### src/rtl/display_scroll_if.sv
// Character write stream from the message source into the scroll controller.
interface display_scroll_if;
   logic       wr_valid;
   logic [4:0] wr_char;
   logic       wr_last;
   logic       wr_ready;

   modport master (
      output wr_valid,
      output wr_char,
      output wr_last,
      input  wr_ready
   );

   modport slave (
      input  wr_valid,
      input  wr_char,
      input  wr_last,
      output wr_ready
   );
endinterface

### src/rtl/display_scroll_ctrl.sv
// Buffers a character message and presents a six-digit window of it to the
// seven-segment driver, statically for short messages and scrolling for long ones.
module display_scroll_ctrl #(
   parameter int unsigned DEPTH    = 16,
   parameter int unsigned TICK_DIV = 25000000,
   parameter logic [4:0]  BLANK    = 5'd31
) (
   input  logic                   clk,
   input  logic                   rst,
   display_scroll_if.slave        wr_if,
   input  logic                   clear,
   input  logic                   loop_en,
   output logic [29:0]            data_out,
   output logic                   busy,
   output logic                   pass_done
);

   localparam int unsigned PW = $clog2(DEPTH);
   localparam int unsigned LW = PW + 1;
   localparam int unsigned CW = $clog2(TICK_DIV);

   typedef enum logic [1:0] {StIdle, StLoad, StHold, StScroll} state_e;

   state_e          state_q, state_d;
   logic [PW-1:0]   pos_q, pos_d;
   logic [LW-1:0]   len_q, len_d;
   logic [CW-1:0]   cnt_q, cnt_d;
   logic [29:0]     data_out_q, data_out_d;
   logic [4:0]      buf_q [DEPTH];

   logic            accept;
   logic            tick;
   logic            at_end;
   logic            wr_en;
   logic [PW-1:0]   wr_idx;
   logic [LW-1:0]   len_inc;

   assign wr_if.wr_ready = ~rst & ~clear &
                           ((state_q == StIdle) | (state_q == StHold) |
                            ((state_q == StLoad) & (len_q < LW'(DEPTH))));
   assign accept = wr_if.wr_valid & wr_if.wr_ready;
   assign tick   = (cnt_q == CW'(TICK_DIV - 1));
   // Last window is reached when its leftmost digit shows buf[len-6].
   assign at_end = ({1'b0, pos_q} == (len_q - LW'(6)));

   assign busy     = ~rst & ((state_q == StLoad) | (state_q == StScroll));
   assign data_out = data_out_q;

   always_comb begin
      state_d   = state_q;
      pos_d     = pos_q;
      len_d     = len_q;
      cnt_d     = cnt_q;
      wr_en     = 1'b0;
      wr_idx    = '0;
      len_inc   = len_q + 1'b1;
      pass_done = 1'b0;

      unique case (state_q)
         StIdle, StHold: begin
            if (accept) begin
               wr_en   = 1'b1;
               wr_idx  = '0;
               len_d   = LW'(1);
               pos_d   = '0;
               state_d = wr_if.wr_last ? StHold : StLoad;
            end
         end
         StLoad: begin
            if (accept) begin
               wr_en  = 1'b1;
               wr_idx = len_q[PW-1:0];
               len_d  = len_inc;
               pos_d  = '0;
               if (wr_if.wr_last || (len_inc == LW'(DEPTH))) begin
                  cnt_d   = '0;
                  state_d = (len_inc <= LW'(6)) ? StHold : StScroll;
               end
            end
         end
         StScroll: begin
            if (tick) begin
               cnt_d = '0;
               if (at_end) begin
                  pass_done = 1'b1;
                  if (loop_en) begin
                     pos_d = '0;
                  end else begin
                     state_d = StHold;
                  end
               end else begin
                  pos_d = pos_q + 1'b1;
               end
            end else begin
               cnt_d = cnt_q + 1'b1;
            end
         end
         default: state_d = StIdle;
      endcase

      if (rst || clear) begin
         state_d   = StIdle;
         pos_d     = '0;
         len_d     = '0;
         cnt_d     = '0;
         wr_en     = 1'b0;
         pass_done = 1'b0;
      end
   end

   // Window seen by the driver next cycle, built from this cycle's registers.
   always_comb begin
      logic [LW-1:0] idx;
      data_out_d = {6{BLANK}};
      for (int k = 0; k < 6; k++) begin
         idx = LW'(pos_q) + LW'(5 - k);
         if ((state_q != StIdle) && (idx < len_q)) begin
            data_out_d[k*5 +: 5] = buf_q[idx[PW-1:0]];
         end
      end
      if (clear) begin
         data_out_d = {6{BLANK}};
      end
   end

   always_ff @(posedge clk) begin
      if (rst) begin
         state_q    <= StIdle;
         pos_q      <= '0;
         len_q      <= '0;
         cnt_q      <= '0;
         data_out_q <= {6{BLANK}};
      end else begin
         state_q    <= state_d;
         pos_q      <= pos_d;
         len_q      <= len_d;
         cnt_q      <= cnt_d;
         data_out_q <= data_out_d;
      end
   end

   always_ff @(posedge clk) begin
      if (wr_en) begin
         buf_q[wr_idx] <= wr_if.wr_char;
      end
   end

endmodule

### src/flat_wrapper.sv
// flat-port wrapper written by rule: the top's interface ports become plain ports
module display_scroll_ctrl_flat 
#(
   parameter int unsigned DEPTH    = 16,
   parameter int unsigned TICK_DIV = 25000000,
   parameter logic [4:0]  BLANK    = 5'd31
)
  (clk, rst, clear, loop_en, data_out, busy, pass_done, wr_if_wr_valid, wr_if_wr_char, wr_if_wr_last, wr_if_wr_ready);
  display_scroll_if wr_if_i ();
  input  logic clk;
  input  logic rst;
  input  logic clear;
  input  logic loop_en;
  output logic [29:0] data_out;
  output logic busy;
  output logic pass_done;
  input wire logic [$bits(wr_if_i.wr_valid)-1:0] wr_if_wr_valid;
  input wire logic [$bits(wr_if_i.wr_char)-1:0] wr_if_wr_char;
  input wire logic [$bits(wr_if_i.wr_last)-1:0] wr_if_wr_last;
  output wire logic [$bits(wr_if_i.wr_ready)-1:0] wr_if_wr_ready;
  assign wr_if_i.wr_valid = wr_if_wr_valid;
  assign wr_if_i.wr_char = wr_if_wr_char;
  assign wr_if_i.wr_last = wr_if_wr_last;
  assign wr_if_wr_ready = wr_if_i.wr_ready;
  display_scroll_ctrl #(.DEPTH(DEPTH), .TICK_DIV(TICK_DIV), .BLANK(BLANK)) u_core (.clk(clk), .rst(rst), .wr_if(wr_if_i), .clear(clear), .loop_en(loop_en), .data_out(data_out), .busy(busy), .pass_done(pass_done));
endmodule
### config.mk
export PLATFORM = sky130hd
export DESIGN_NAME = display_scroll_ctrl_flat
export DESIGN_NICKNAME = d
export VERILOG_FILES = /design/src/rtl/display_scroll_if.sv /design/src/rtl/display_scroll_ctrl.sv /design/src/flat_wrapper.sv
export SDC_FILE = /design/constraint.sdc
export NUM_CORES = 1
export LEC_CHECK = 0
export CORE_UTILIZATION = 40
export DETAILED_ROUTE_END_ITERATION = 10
export DONT_BUFFER_PORTS = 1
export GPL_TIMING_DRIVEN = 0
export PLACE_DENSITY = 0.65
export SKIP_LAST_GASP = 1
export SYNTH_ARGS = -nofsm -noshare
export SYNTH_HDL_FRONTEND = slang
export SYNTH_SLANG_ARGS = --single-unit
export TNS_END_PERCENT = 100
### constraint.sdc
create_clock -name clk -period 3.31 [get_ports clk]
set_input_delay 0.4965 -clock clk [delete_from_list [all_inputs] [get_ports clk]]
set_output_delay 0.4965 -clock clk [all_outputs]
set_load 0.1 [all_outputs]
After elaboration in Yosys (flattened, before gate mapping):

Memories as Yosys holds them, arrays and structs flattened. A register that Yosys moved wholly into a read port is not among the register bits.
Index checks and enable logic that the tools add are counted.

* output and inout port bits: 33
* word-level logic and storage cells: 109
* register bits after elaboration: 36
* RAM bits: 80
* memories kept: 1

Memories
* u_core.buf_q: words 16, width 5, read ports 6, clocked after memory_dff 6, wr ports 1, line display_scroll_ctrl.sv:29 `logic [4:0] buf_q [DEPTH];`

* order comparisons: 8
* bitwise logic cells: 16
* add/sub/neg operators: 9
* eq/ne operators: 14
* reduce and logical (&&, ||, !) cells: 25
* mux-type cells: 32

Operator list (number)
* 25-bit two-way mux: 3
* 25-bit case mux with 2 select lines: 1
* 25-bit by 1-bit adder with 25-bit output (second input constant): 1
* 25-bit equality test (second input constant): 1
* 5-bit < comparator: 5
* 4-bit two-way mux: 6
* 3-bit OR reduction: 7
* 2-bit two-way mux: 7
* 4-bit by 2-bit adder with 5-bit output (second input constant): 2
* 4-bit by 3-bit adder with 5-bit output (second input constant): 2
* 1-bit two-way mux: 10
* 5-bit two-way mux: 2
* 2-bit by 1-bit inequality test with 1-bit output (second input constant): 5
* 5-bit case mux with 2 select lines: 1
* 3-bit AND reduction: 3
* 1-bit NOT: 8
* 4-bit case mux with 2 select lines: 1
* 1-bit logical AND: 6
* 2-bit case mux with 3 select lines: 1
* 6-bit AND reduction: 1
* 2-bit nonzero test: 3
* 4-bit by 1-bit adder with 5-bit output (second input constant): 1
* 5-bit by 1-bit adder with 5-bit output (second input constant): 1
* 1-bit AND: 5
* other kinds (15): 21

Depth between registers and ports, before layout:

Gate-level depths: netlist (run 1).

* depth in word-level cells: 10
* gate-level depth with buffers: 14
* depth with buffers taken out: 9

Worst setup path after synthesis (run 1):

No wires, ideal clock.

* path kind: register to output
* from: register u_core.pos_q[0]
* to: output port pass_done
* stages on the path, launching flop included: 9
* buffers on the path: 4
* path slack: -1.891 ns
* data arrival time: 4.705 ns
* cells stage by stage: dfxtp_1 buf_2 buf_2 buf_2 buf_2 inv_1 ha_1 o2111ai_2 nor4_1

* longest elaborated chain between the ends: 5

Ends and longest elaborated chain
* from (decl): line display_scroll_ctrl.sv:25 `logic [PW-1:0] pos_q, pos_d;`
* from (signal assigned): line display_scroll_ctrl.sv:135 `pos_q <= pos_d;`
* 4-bit by 5-bit equality test with 1-bit output: line display_scroll_ctrl.sv:44 `assign at_end = ({1'b0, pos_q} == (len_q - LW'(6)));`
* 1-bit two-way mux: line display_scroll_ctrl.sv:84 `if (at_end) begin`
* 1-bit two-way mux: line display_scroll_ctrl.sv:82 `if (tick) begin`
* 1-bit two-way mux: line display_scroll_ctrl.sv:59 `unique case (state_q)`
* 1-bit two-way mux: line display_scroll_ctrl.sv:101 `if (rst || clear) begin`
* to (decl): line flat_wrapper.sv:16 `output logic pass_done;`

Every way passes these cells.

Worst setup path after layout (run 1):

* from: register u_core.cnt_q[1]
* to: output port pass_done

* longest elaborated chain between the ends: 4

Ends and longest elaborated chain
* from (decl): line display_scroll_ctrl.sv:27 `logic [CW-1:0] cnt_q, cnt_d;`
* from (signal assigned): line display_scroll_ctrl.sv:137 `cnt_q <= cnt_d;`
* 25-bit equality test: line display_scroll_ctrl.sv:42 `assign tick = (cnt_q == CW'(TICK_DIV - 1));`
* 1-bit two-way mux: line display_scroll_ctrl.sv:82
* 1-bit two-way mux: line display_scroll_ctrl.sv:59
* 1-bit two-way mux: line display_scroll_ctrl.sv:101

Every way passes these cells.

==> results.tsv, run 1 <==
stage	metric	value	unit
placement	dp_hpwl	17.6	mm
routing	drcViolationCount	0	
routing	wl	23.1	mm
grt	grt_pass1_vias	6057	
worst_setup_path	crit_path_end_kind	output port	
floorplanning	io-pin-count	44	
floorplanning	dieWidth	150	um
final_layout	final_core_util	46.9	%
placement	port_buffers	0	
power	peakVddDrop	0.000354	V
yosys	yosysWarnings	0	
yosys	synth_area_leaders	edfxtp_1, mux4_2, dfxtp_1, ha_1, o21ai_0	
power	p_per_area	386	nW/um^2
grt	grt_usage	21.5	%
worst_setup_path	worst_setup_path_start_kind	register	
sta	fmax	302	MHz
yosys	synth_top_area_share	27.4	%
final_layout	n_fill_cell	1830	
clock_network	clockBufferDepth	2	
placement	place_inst	930	
sta	rsz0062_at_grt	yes	
yosys	synthFlopType	edfxtp_1	
yosys	synth_edf_count	80	
worst_setup_path	arrival	2.82	ns
floorplanning	die_h	150	um
grt	grt.overflow.total	0	
sta	slew_viol_final	0	
power	power	3.86	mW
worst_setup_path	criticalPathCategory	register to output port	
yosys	seq_area_frac_synth	42.5	%
clock_network	clk_pin_slew_worst_paths	0.07	ns
routing	wire_per_inst	23.8	um
yosys	yosysMostFrequentCell	mux4_2	
floorplanning	start_util	41.2	%
hold_path	hp-class	input port to register	
worst_setup_path	crit_path_cell_trace	ha_4, and4_4, nand2_4, or3_4, nor4_4	
worst_setup_path	r2r_setup_slack	0.15	ns
floorplanning	core	21300	um^2
clock_network	cts_htree_levels	4	
yosys	synth.net_count	701	
grt	antenna_found_initial	0	
grt	grt_pass1_wl	35.8	mm
yosys	synthDistinctLibCells	64	
sta	relSlewSlack	11.4	%
sta	skew	0.0148	ns
sta	post-route-min-period	3.31	ns
grt	grt_max_degree	20	
yosys	synth_common_cells	mux4_2, edfxtp_1, dfxtp_1	
final_layout	drive_gt1_share	30.7	%
clock_network	cts_tree	done	
floorplanning	placementRows	53	
sta	worstMarginPinSlew	1.32	ns
worst_setup_path	slowest_delay	1.11	ns
clock_network	cts_buffers	17	
yosys	syn_inst	655	
outcome	violations	negative setup slack	
worst_setup_path	cp_slowest_cell	nor4_4	
routing	routed_via_density	6.47	
sta	totalNegativeSetupSlack	-0.00262	ns
clock_network	cts_root_buf	clkbuf_16	
final_layout	nets	729	
floorplanning	die_area	22500	um^2
placement	place_congestion	0.983	
routing	drt_iter0_markers	710	
worst_setup_path	worstPathRequired	2.81	ns
final_layout	fin_cells	971	
yosys	synth_top_cell_by_area	edfxtp_1	
worst_setup_path	cp_max_fo	5	
yosys	synth_area	8770	um^2
clock_network	clk_latency	0.43	ns
yosys	synthArstFlopShare	0	%
final_layout	synthToLayoutAreaGrowth	14.0	%
sta	final-hold-violation-count	0	
routing	vias	6282	
yosys	avgSynthCellArea	13.4	um^2
sta	setup_viol	1	
flow_run	drv_cap	0	
final_layout	antenna_cells	0	
routing	dr.pass1.iters	5	
yosys	synth-seq-cells	146	
sta	setup_ws	-0.00262	ns
routing	ant_nets	0	
sta	period_share	100	%
clock_network	clock_sink_count	146	
power	leakagePower	3.17	nW
outcome	status	finished with violations	
-- final timing paths --
kind | startpoint | endpoint | cells after the start
setup / recovery | u_core.cnt_q[1]$_SDFFE_PP0P_ | pass_done | 5
hold / removal | wr_if_wr_char[3] | u_core.buf_q[1][3]$_DFFE_PP_ | 0
setup reg to reg | u_core.pos_q[2]$_SDFFE_PP0P_ | u_core.data_out[2]$_SDFF_PP1_ | 9
hold reg to reg | u_core.cnt_q[20]$_SDFFE_PP0P_ | u_core.cnt_q[20]$_SDFFE_PP0P_ | 1
-- worst max-delay path: cells and delay by family (launching register included) --
| family | cells | cell delay (ns) |
|---|---|---|
| adders and majority gates | 1 | 0.16 |
| DFF | 1 | 0.36 |
| and+or+nand+nor | 4 | 1.86 |
-- stage by stage --
step                worst slack (ns)  hold WS [ns]  instance area, um^2
finish                      -0.00262         0.165                 9990
CTS                          -0.0971         0.149                 9880
floorplan                     0.0119         0.424                 8780
global route                 -0.0723         0.147                 9990
global placement              -0.795         0.452                 9130
detailed placement            -0.936         0.452                 9140
-- kinds of logic after synthesis --
| kind of cell | count (synthesis) | synth area share (%) |
|---|---|---|
| buffers and inverters | 58 | 3.00 |
| AO/OA/AOI/OAI | 123 | 9.73 |
| flip-flops | 146 | 42.5 |
| AND/OR/NAND/NOR | 167 | 10.4 |
| multiplexers | 115 | 28.3 |
| adder cells (fa/ha/maj) | 36 | 5.11 |
| XOR/XNOR | 10 | 0.999 |
-- metal layers --
layer,part of all wire [%],global-route usage [%],up-vias
li1,-,-,2708
met1,40,28.0,3167
met2,49,35.0,360
met3,8.3,4.57,47
met4,2.5,8.74,0
met5,0,0,-
-- placed cells by master, fill, tap and decap left out, drive strengths merged, types with 18 or more instances in the layout --
master	n
a21oi	26
buf	36
clkbuf	32
dfxtp	66
edfxtp	80
ha	35
inv	19
mux4	105
nand2	31
nand3	18
nor2	35
o21ai	33
or2	26
-- sequential cells by signal (all words and copies together), names as in the netlist --
name,cells
u_core.data_out,30
u_core.state_q,2
u_core.len_q,5
u_core.cnt_q,25
u_core.buf_q,80
u_core.pos_q,4
-- power breakdown --
part           internal [mW]  total (mW)  switching, mW
logic                 0.0126      0.0442         0.0316
registers               1.91        1.91        0.00305
clock network           1.12        1.90          0.784
-- what timing repair did --
item,CTS,global route
endpoints found under the setup margin,21,6
setup buffers,4,6
hold buffers,0,0
pin swaps,1,6
resized for setup,32,22
-- cell type report --
cell class	instances	area (um^2)	area share, %
buffer	40	273	2.73
clock buffer	18	429	4.30
clock inverter	14	153	1.53
inverter	17	67.6	0.676
multi-input combinational	451	4910	49.1
sequential	146	3740	37.4
tap	275	344	3.44
timing repair buffer	10	75.1	0.751
(Power assumes the default switching activity.)
==> run 2, diff against run 1 <==
--- a/config.mk
+++ b/config.mk
@@ -9,8 +9,9 @@
 export DETAILED_ROUTE_END_ITERATION = 10
 export DONT_BUFFER_PORTS = 1
 export GPL_TIMING_DRIVEN = 0
-export PLACE_DENSITY = 0.65
+export PLACE_DENSITY_LB_ADDON = 0.12
 export SKIP_LAST_GASP = 1
+export SLEW_MARGIN = 0
 export SYNTH_ARGS = -nofsm -noshare
 export SYNTH_HDL_FRONTEND = slang
 export SYNTH_SLANG_ARGS = --single-unit
==> run 2 against run 1 <==
The flow now finishes without violations. Sequential share of layout area down 0.65 points. Largest power group is now clock. Utilization up 0.97 points. Largest cell class unchanged. Sequential power about the same. Maximum frequency up 0.83%. Setup slack better by 0.027 ns.
==> results.tsv, run 2 (synthesized netlist as in run 1, its figures left out) <==
stage	metric	value	unit	change
worst_setup_path	r2r_cells	10		+1
worst_setup_path	cp_max_fo	4		-1
worst_setup_path	path_buf_inv	0		unchanged
final_layout	multi_input_area	4930	um^2	+0.48%
sta	slew_viol_final	0		unchanged
routing	drcViolationCount	0		unchanged
sta	setup_ws	0.0246	ns	+0.0272 ns
final_layout	n_fill_cell	1866		+2.0%
sta	final-hold-violation-count	0		unchanged
routing	wire_per_inst	24.8	um	+4.0%
power	leakagePower	3.28	nW	+3.4%
routing	wl	24.4	mm	+5.7%
grt	use_met1	30.6	%	+2.6 points
final_layout	antenna_cells	0		unchanged
worst_setup_path	criticalPathCategory	register to output port		
worst_setup_path	slowest_delay	1.07	ns	-0.04 ns
floorplanning	io-pin-count	44		unchanged
hold_path	hp-class	input port to register		
sta	setup_viol	0		-1
grt	antenna_found_initial	0		unchanged
power	p_per_area	390	nW/um^2	+1.0%
sta	period_share	99.3	%	-0.82 points
power	switching_share	21.4	%	+0.20 points
grt	grt_usage	22.9	%	+1.3 points
clock_network	cts_htree_levels	4		unchanged
placement	post-place-ws	-0.844	ns	+0.0923 ns
final_layout	largest_reg_flops	80		unchanged
power	p_clk_share	50.9	%	+1.6 points
final_layout	synthToLayoutAreaGrowth	16.3	%	
hold_path	holdPathStages	0		unchanged
clock_network	clk_latency	0.43	ns	about the same
placement	dp_hpwl	18.3	mm	+4.4%
final_layout	mostFrequentLayoutCell	mux4_2		
flow_run	drv_cap	0		unchanged
grt	grt_pass1_vias	6027		-0.50%
power	p_int	3.13	mW	+2.8%
worst_setup_path	startpoint	u_core.cnt_q[1]$_SDFFE_PP0P_		
worst_setup_path	worst_setup_path_start_kind	register		
routing	vias	6241		-0.65%
worst_setup_path	cp_slowest_cell	nor4_4		
placement	port_buffers	0		unchanged
final_layout	drive_gt1_share	32.9	%	+2.1 points
floorplanning	start_util	41.2	%	unchanged
worst_setup_path	path_delay_family	simple AND/OR/NAND/NOR gates		
outcome	status	complete, no violations		
hold_path	min-delay-start	wr_if_wr_char[4]		
grt	grt_pass1_wl	37.3	mm	+4.1%
power	combPwrFrac	1.1	%	about the same
clock_network	cts_root_buf	clkbuf_16		
floorplanning	placementRows	53		unchanged
worst_setup_path	arrival	2.79	ns	-0.03 ns
final_layout	layout_common_cells	mux4_2, edfxtp_1, dfxtp_1		
power	p_sw	0.852	mW	+4.1%
final_layout	regMostFlops	u_core.buf_q		
final_layout	register_area	3750	um^2	+0.30%
floorplanning	die_h	150	um	unchanged
clock_network	clk_pin_slew_worst_paths	0.07	ns	about the same
floorplanning	core	21300	um^2	unchanged
worst_setup_path	cp_num_cells	5		unchanged
sta	worstMarginPinSlew	1.40	ns	+0.0809 ns
worst_setup_path	worstPathRequired	2.81	ns	about the same
grt	grt_max_degree	17		-15%
worst_setup_path	crit_path_cell_trace	ha_4, and4_4, nand2_4, or3_4, nor4_4		
grt	grtUsageMet2	36.6	%	+1.6 points
routing	ant_nets	0		unchanged
worst_setup_path	crit_path_end_kind	output port		
power	p_seq_share	48.0	%	-1.6 points
floorplanning	die_area	22500	um^2	unchanged
sta	fmax	304	MHz	+0.83%
sta	rsz0062_at_grt	yes		
clock_network	clock_sink_count	146		unchanged
routing	dr.pass1.iters	5		unchanged
routing	routed_via_density	6.32		-2.3%
clock_network	clockBufferDepth	2		unchanged
sta	timing.hold.ws	0.165	ns	-0.0000700 ns
placement	place_congestion	0.920		-6.3%
grt	met3_usage	5.64	%	+1.1 points
sta	skew	0.0143	ns	-0.000433 ns
final_layout	nets	745		+2.2%
grt	grt.overflow.total	0		unchanged
sta	relSlewSlack	5.83	%	-5.6 points
clock_network	cts_buffers	17		unchanged
sta	post-route-min-period	3.29	ns	-0.0272 ns
clock_network	cts_tree	done		
grt	busiest_layer	met2		
floorplanning	dieWidth	150	um	unchanged
power	peakVddDrop	0.000312	V	-12%
routing	drt_iter0_markers	553		-22%
worst_setup_path	rr_startpoint	u_core.pos_q[0]$_SDFFE_PP0P_		
==> run 2: changes by cell type in the layout (fill, tap and decap cells not counted), moves of 2 or more <==
cell        before  now
inv_6            3    6
nor4_2           4    2
dfxtp_4          2    6
nor4_1           1    3
inv_1           15   13
buf_4           13   31
clkinvlp_4       2    5
buf_6            3    1
dfxtp_2          7    4
clkinv_4         4    1
==> run 2: worst paths after layout <==
check | to | slack, ns
setup / recovery | pass_done | 0.02
hold / removal | u_core.buf_q[1][4]$_DFFE_PP_ | 0.16
setup reg to reg | u_core.data_out[24]$_SDFF_PP1_ | 0.17
hold reg to reg | u_core.cnt_q[20]$_SDFFE_PP0P_ | 0.48
==> run 2: what timing repair did <==
| action | 4_1_cts | 5_1_grt |
|---|---|---|
| pin swaps | 2 | 8 |
| endpoints found under the setup margin | 21 | 15 |
| setup buffers | 6 | 21 |
| resized for setup | 42 | 31 |
| hold buffers | 0 | 0 |
| cloned | 0 | 0 |
==> run 2: layout make-up <==
cell class	count	share of cell area, %
inverter	17	0.736
tap	275	3.37
sequential	146	36.8
clock inverter	15	1.89
multi-input combinational	451	48.4
clock buffer	17	4.17
buffer	39	2.67
timing repair buffer	27	1.99
==> run 2: layer usage <==
layer | wire, um | vias to the layer above
met2 | 11900 | 275
met5 | 0 | -
li1 | - | 2737
met3 | 1680 | 34
met1 | 10400 | 3195
met4 | 435 | 0
==> run 2: stage by stage <==
step / util (%) / setup TNS (ns) / cells / cell area [um^2] / power [mW]
floorplan: - / 0 / 655 / 8780 / 1.99
global placement: 42.9 / -11.24 / 930 / 9130 / 2.00
detailed placement: 42.9 / -11.37 / 930 / 9140 / 2.00
CTS: 46.9 / -0.565 / 968 / 9980 / 4.02
global route: 47.9 / -0.0792 / 987 / 10200 / 4.09
finish: 47.9 / 0 / 987 / 10200 / 3.98
==> run 2: power groups by stage <==
stage                     clock [mW]  sequential (mW)  combinational (mW)
after floorplan                    0             1.95              0.0326
after detailed placement           0             1.95              0.0442
after global placement             0             1.95              0.0435
final                           2.03             1.91              0.0452
after CTS                       2.06             1.91              0.0448
after global routing            2.13             1.91              0.0484
==> run 2: worst reg2reg max path, stage by stage, from the launching register on <==
cell	delay (ns)
dfxtp_4	0.38
buf_12	0.12
buf_4	0.14
buf_2	0.32
nand2_1	0.12
xor2_1	0.74
inv_1	0.12
ha_1	0.31
a21o_1	0.16
a211o_1	0.37
or2_1	0.25
==> run 3, diff against run 2 <==
--- a/config.mk
+++ b/config.mk
@@ -5,10 +5,12 @@
 export SDC_FILE = /design/constraint.sdc
 export NUM_CORES = 1
 export LEC_CHECK = 0
+export ABC_AREA = 1
 export CORE_UTILIZATION = 40
 export DETAILED_ROUTE_END_ITERATION = 10
 export DONT_BUFFER_PORTS = 1
 export GPL_TIMING_DRIVEN = 0
+export MAX_ROUTING_LAYER = met4
 export PLACE_DENSITY_LB_ADDON = 0.12
 export SKIP_LAST_GASP = 1
 export SLEW_MARGIN = 0
==> run 3 against run 2 <==
The flow now finishes with violations (design-rule violations, negative setup slack). Synthesized area up 3.3%. Synthesized cell count up 89%. Utilization down 1.8 points. Setup slack worse by 0.082 ns. Non-clock buffer count down 12. Clock power up 9%. Cell area down 0.33%. Critical path type unchanged. Largest power group unchanged.
==> results.tsv, run 3 <==
stage	metric	value	unit	change
worst_setup_path	slowest_delay	1.08	ns	about the same
sta	setup_ws	-0.0573	ns	-0.0818 ns
routing	ant_nets	0		unchanged
yosys	syn_inst	1238		+89%
worst_setup_path	cp_slowest_cell	nor4_4		
final_layout	mostFrequentLayoutCell	nand2_1		
routing	wl	30.5	mm	+25%
yosys	avgSynthCellArea	7.31	um^2	-45%
outcome	violations	design-rule violations, negative setup slack		
sta	rsz0062_at_grt	yes		
power	peakVddDrop	0.000300	V	-3.9%
sta	relSlewSlack	11.6	%	+5.8 points
final_layout	nets	1304		+75%
yosys	synthDistinctLibCells	45		-30%
placement	port_buffers	0		unchanged
clock_network	clk_latency	0.44	ns	about the same
final_layout	n_fill_cell	2204		+18%
sta	post-route-min-period	3.37	ns	+0.0818 ns
routing	drt_iter0_markers	875		+58%
yosys	synth_top_area_share	26.5	%	-0.87 points
sta	totalNegativeSetupSlack	-0.0573	ns	-0.0573 ns
power	p_per_area	424	nW/um^2	+8.6%
final_layout	register_area	3730	um^2	-0.50%
worst_setup_path	worstPathRequired	2.81	ns	about the same
yosys	synth_common_cells	nand2_1, nor2_1, o21ai_0		
floorplanning	core	22000	um^2	+3.5%
routing	drcViolationCount	1		+1
yosys	yosysWarnings	0		unchanged
routing	wire_per_inst	19.7	um	-21%
yosys	synth-seq-cells	146		unchanged
sta	period_share	102	%	+2.5 points
yosys	synth_area	9050	um^2	+3.3%
grt	busiest_layer	met1		
yosys	seq_area_frac_synth	41.1	%	-1.3 points
sta	slew_viol_final	0		unchanged
worst_setup_path	crit_path_end_kind	output port		
grt	met3_usage	4.18	%	-1.5 points
final_layout	synthToLayoutAreaGrowth	12.3	%	
worst_setup_path	path_buf_inv	3		+3
flow_run	drv_cap	0		unchanged
floorplanning	start_util	41.1	%	-0.082 points
yosys	synth_edf_count	80		unchanged
grt	antenna_found_initial	0		unchanged
final_layout	final_core_util	46.1	%	-1.8 points
final_layout	regMostFlops	u_core.buf_q		
worst_setup_path	arrival	2.87	ns	+0.08 ns
grt	grt_pass1_vias	7499		+24%
worst_setup_path	crit_path_cell_trace	clkbuf_8, clkinvlp_4, ha_4, inv_2, a21oi_2, nand2_1, nor2_2, nand2_2, nor4_4		
grt	grt_usage	27.7	%	+4.9 points
sta	worstMarginPinSlew	1.32	ns	-0.0841 ns
clock_network	cts_tree	done		
routing	vias	8300		+33%
floorplanning	die_h	152	um	+1.6%
clock_network	cts_buffers	17		unchanged
worst_setup_path	worst_setup_path_start_kind	register		
routing	dr.pass1.iters	11		+6
clock_network	postCtsHoldBufs	0		unchanged
sta	final-hold-violation-count	0		unchanged
grt	use_met1	40.8	%	+10 points
placement	dp_hpwl	23.5	mm	+28%
sta	skew	0.0131	ns	-0.00121 ns
floorplanning	placementRows	54		+1.9%
outcome	status	finished with violations		
final_layout	layout_common_cells	nand2_1, nor2_1, o21ai_0		
sta	fmax	297	MHz	-2.4%
grt	grt_pass1_wl	46.6	mm	+25%
routing	routed_via_density	5.35		-15%
final_layout	largest_reg_flops	80		unchanged
clock_network	clockBufferDepth	2		unchanged
placement	place_congestion	0.986		+7.1%
yosys	synthFlopType	edfxtp_1		
floorplanning	dieWidth	152	um	+1.6%
grt	grt.overflow.total	0		unchanged
clock_network	cts_htree_levels	4		unchanged
yosys	synth_area_leaders	edfxtp_1, nand2_1, dfxtp_1, o21ai_0, ha_1		
floorplanning	die_area	23200	um^2	+3.2%
clock_network	clk_pin_slew_worst_paths	0.07	ns	about the same
sta	setup_viol	1		+1
placement	placed_area	9420	um^2	+3.1%
power	leakagePower	3.96	nW	+21%
floorplanning	io-pin-count	44		unchanged
hold_path	hp-class	input port to register		
clock_network	cts_root_buf	clkbuf_16		
grt	grtUsageMet2	37.9	%	+1.4 points
final_layout	fin_area	10200	um^2	-0.33%
yosys	synth.net_count	1284		+83%
yosys	synthArstFlopShare	0	%	unchanged
worst_setup_path	cp_max_fo	7		+3
yosys	yosysMostFrequentCell	nand2_1		
yosys	synth_top_cell_by_area	edfxtp_1		
grt	grt_max_degree	22		+5
worst_setup_path	path_delay_family	simple AND/OR/NAND/NOR gates		
final_layout	antenna_cells	0		unchanged
clock_network	clock_sink_count	146		unchanged
final_layout	drive_gt1_share	8.34	%	-25 points
final_layout	multi_input_area	4780	um^2	-3.2%
worst_setup_path	criticalPathCategory	register to output port		
placement	post-place-ws	-0.671	ns	+0.173 ns
==> run 3: stage by stage <==
stage / std cells / power, mW / hold WS (ns)
after global routing: 1551 / 4.42 / 0.142
after global placement: 1518 / 2.13 / 0.481
after detailed placement: 1518 / 2.13 / 0.488
after floorplan: 1238 / 2.08 / 0.465
after CTS: 1552 / 4.33 / 0.137
final: 1551 / 4.31 / 0.152
==> run 3: cell families (layout without fill, tap and decap cells) <==
kind of cell | Yosys count | after routing | synth area share [%]
muxes | 26 | 26 | 2.87
adders and majority gates | 35 | 35 | 4.84
buffers and inverters | 147 | 180 | 6.70
DFF | 146 | 146 | 41.1
and+or+nand+nor | 662 | 662 | 30.5
xor gates and xnor gates | 9 | 9 | 1.04
AOI/OAI and AO/OA | 213 | 213 | 12.9
==> run 3: routing by layer <==
layer  up-vias  part of all wire, %
met5         -                    0
met4         0                  2.9
met3        38                  6.0
met2       283                   41
met1      3833                   50
li1       4146                    -
==> run 3: where the power goes <==
part	internal (mW)	switching (mW)
registers	1.91	0.00793
logic	0.0508	0.124
clock network	1.35	0.861
total	3.32	0.993
==> run 3: cell type report <==
type	count	area share, %
Inverter	94	3.62
Clock buffer	18	4.22
Buffer	49	2.39
Multi-Input combinational cell	945	47.0
Sequential cell	146	36.7
Clock inverter	14	2.24
Timing Repair Buffer	5	0.369
Tap cell	280	3.45
==> run 3: timing repair <==
item / in CTS / in global routing
gates resized for setup: 17 / 5
endpoints found under the setup margin: 11 / 16
buffers inserted: 5 / 0
pin swaps: 4 / 1
==> run 3: worst register-to-register path: stages, from the launching register on <==
cell	delay, ns
dfxtp_4	0.35
clkbuf_8	0.14
clkinvlp_4	0.13
buf_4	0.17
ha_1	0.37
inv_1	0.43
ha_1	0.33
a21oi_1	0.15
nor2_1	0.05
o21ai_0	0.13
a21boi_0	0.12
nor3_2	0.42
nand3_1	0.20
==> run 3: worst paths after layout <==
path | start | endpoint | slack [ns] | cells past startpoint
worst max-delay path | u_core.pos_q[1]$_SDFFE_PP0P_ | pass_done | -0.06 | 9
worst min-delay path | wr_if_wr_char[4] | u_core.buf_q[2][4]$_DFFE_PP_ | 0.15 | 0
worst max register to register | u_core.pos_q[1]$_SDFFE_PP0P_ | u_core.data_out[13]$_SDFF_PP1_ | 0.17 | 12
worst min register to register | u_core.cnt_q[6]$_SDFFE_PP0P_ | u_core.cnt_q[6]$_SDFFE_PP0P_ | 0.49 | 2
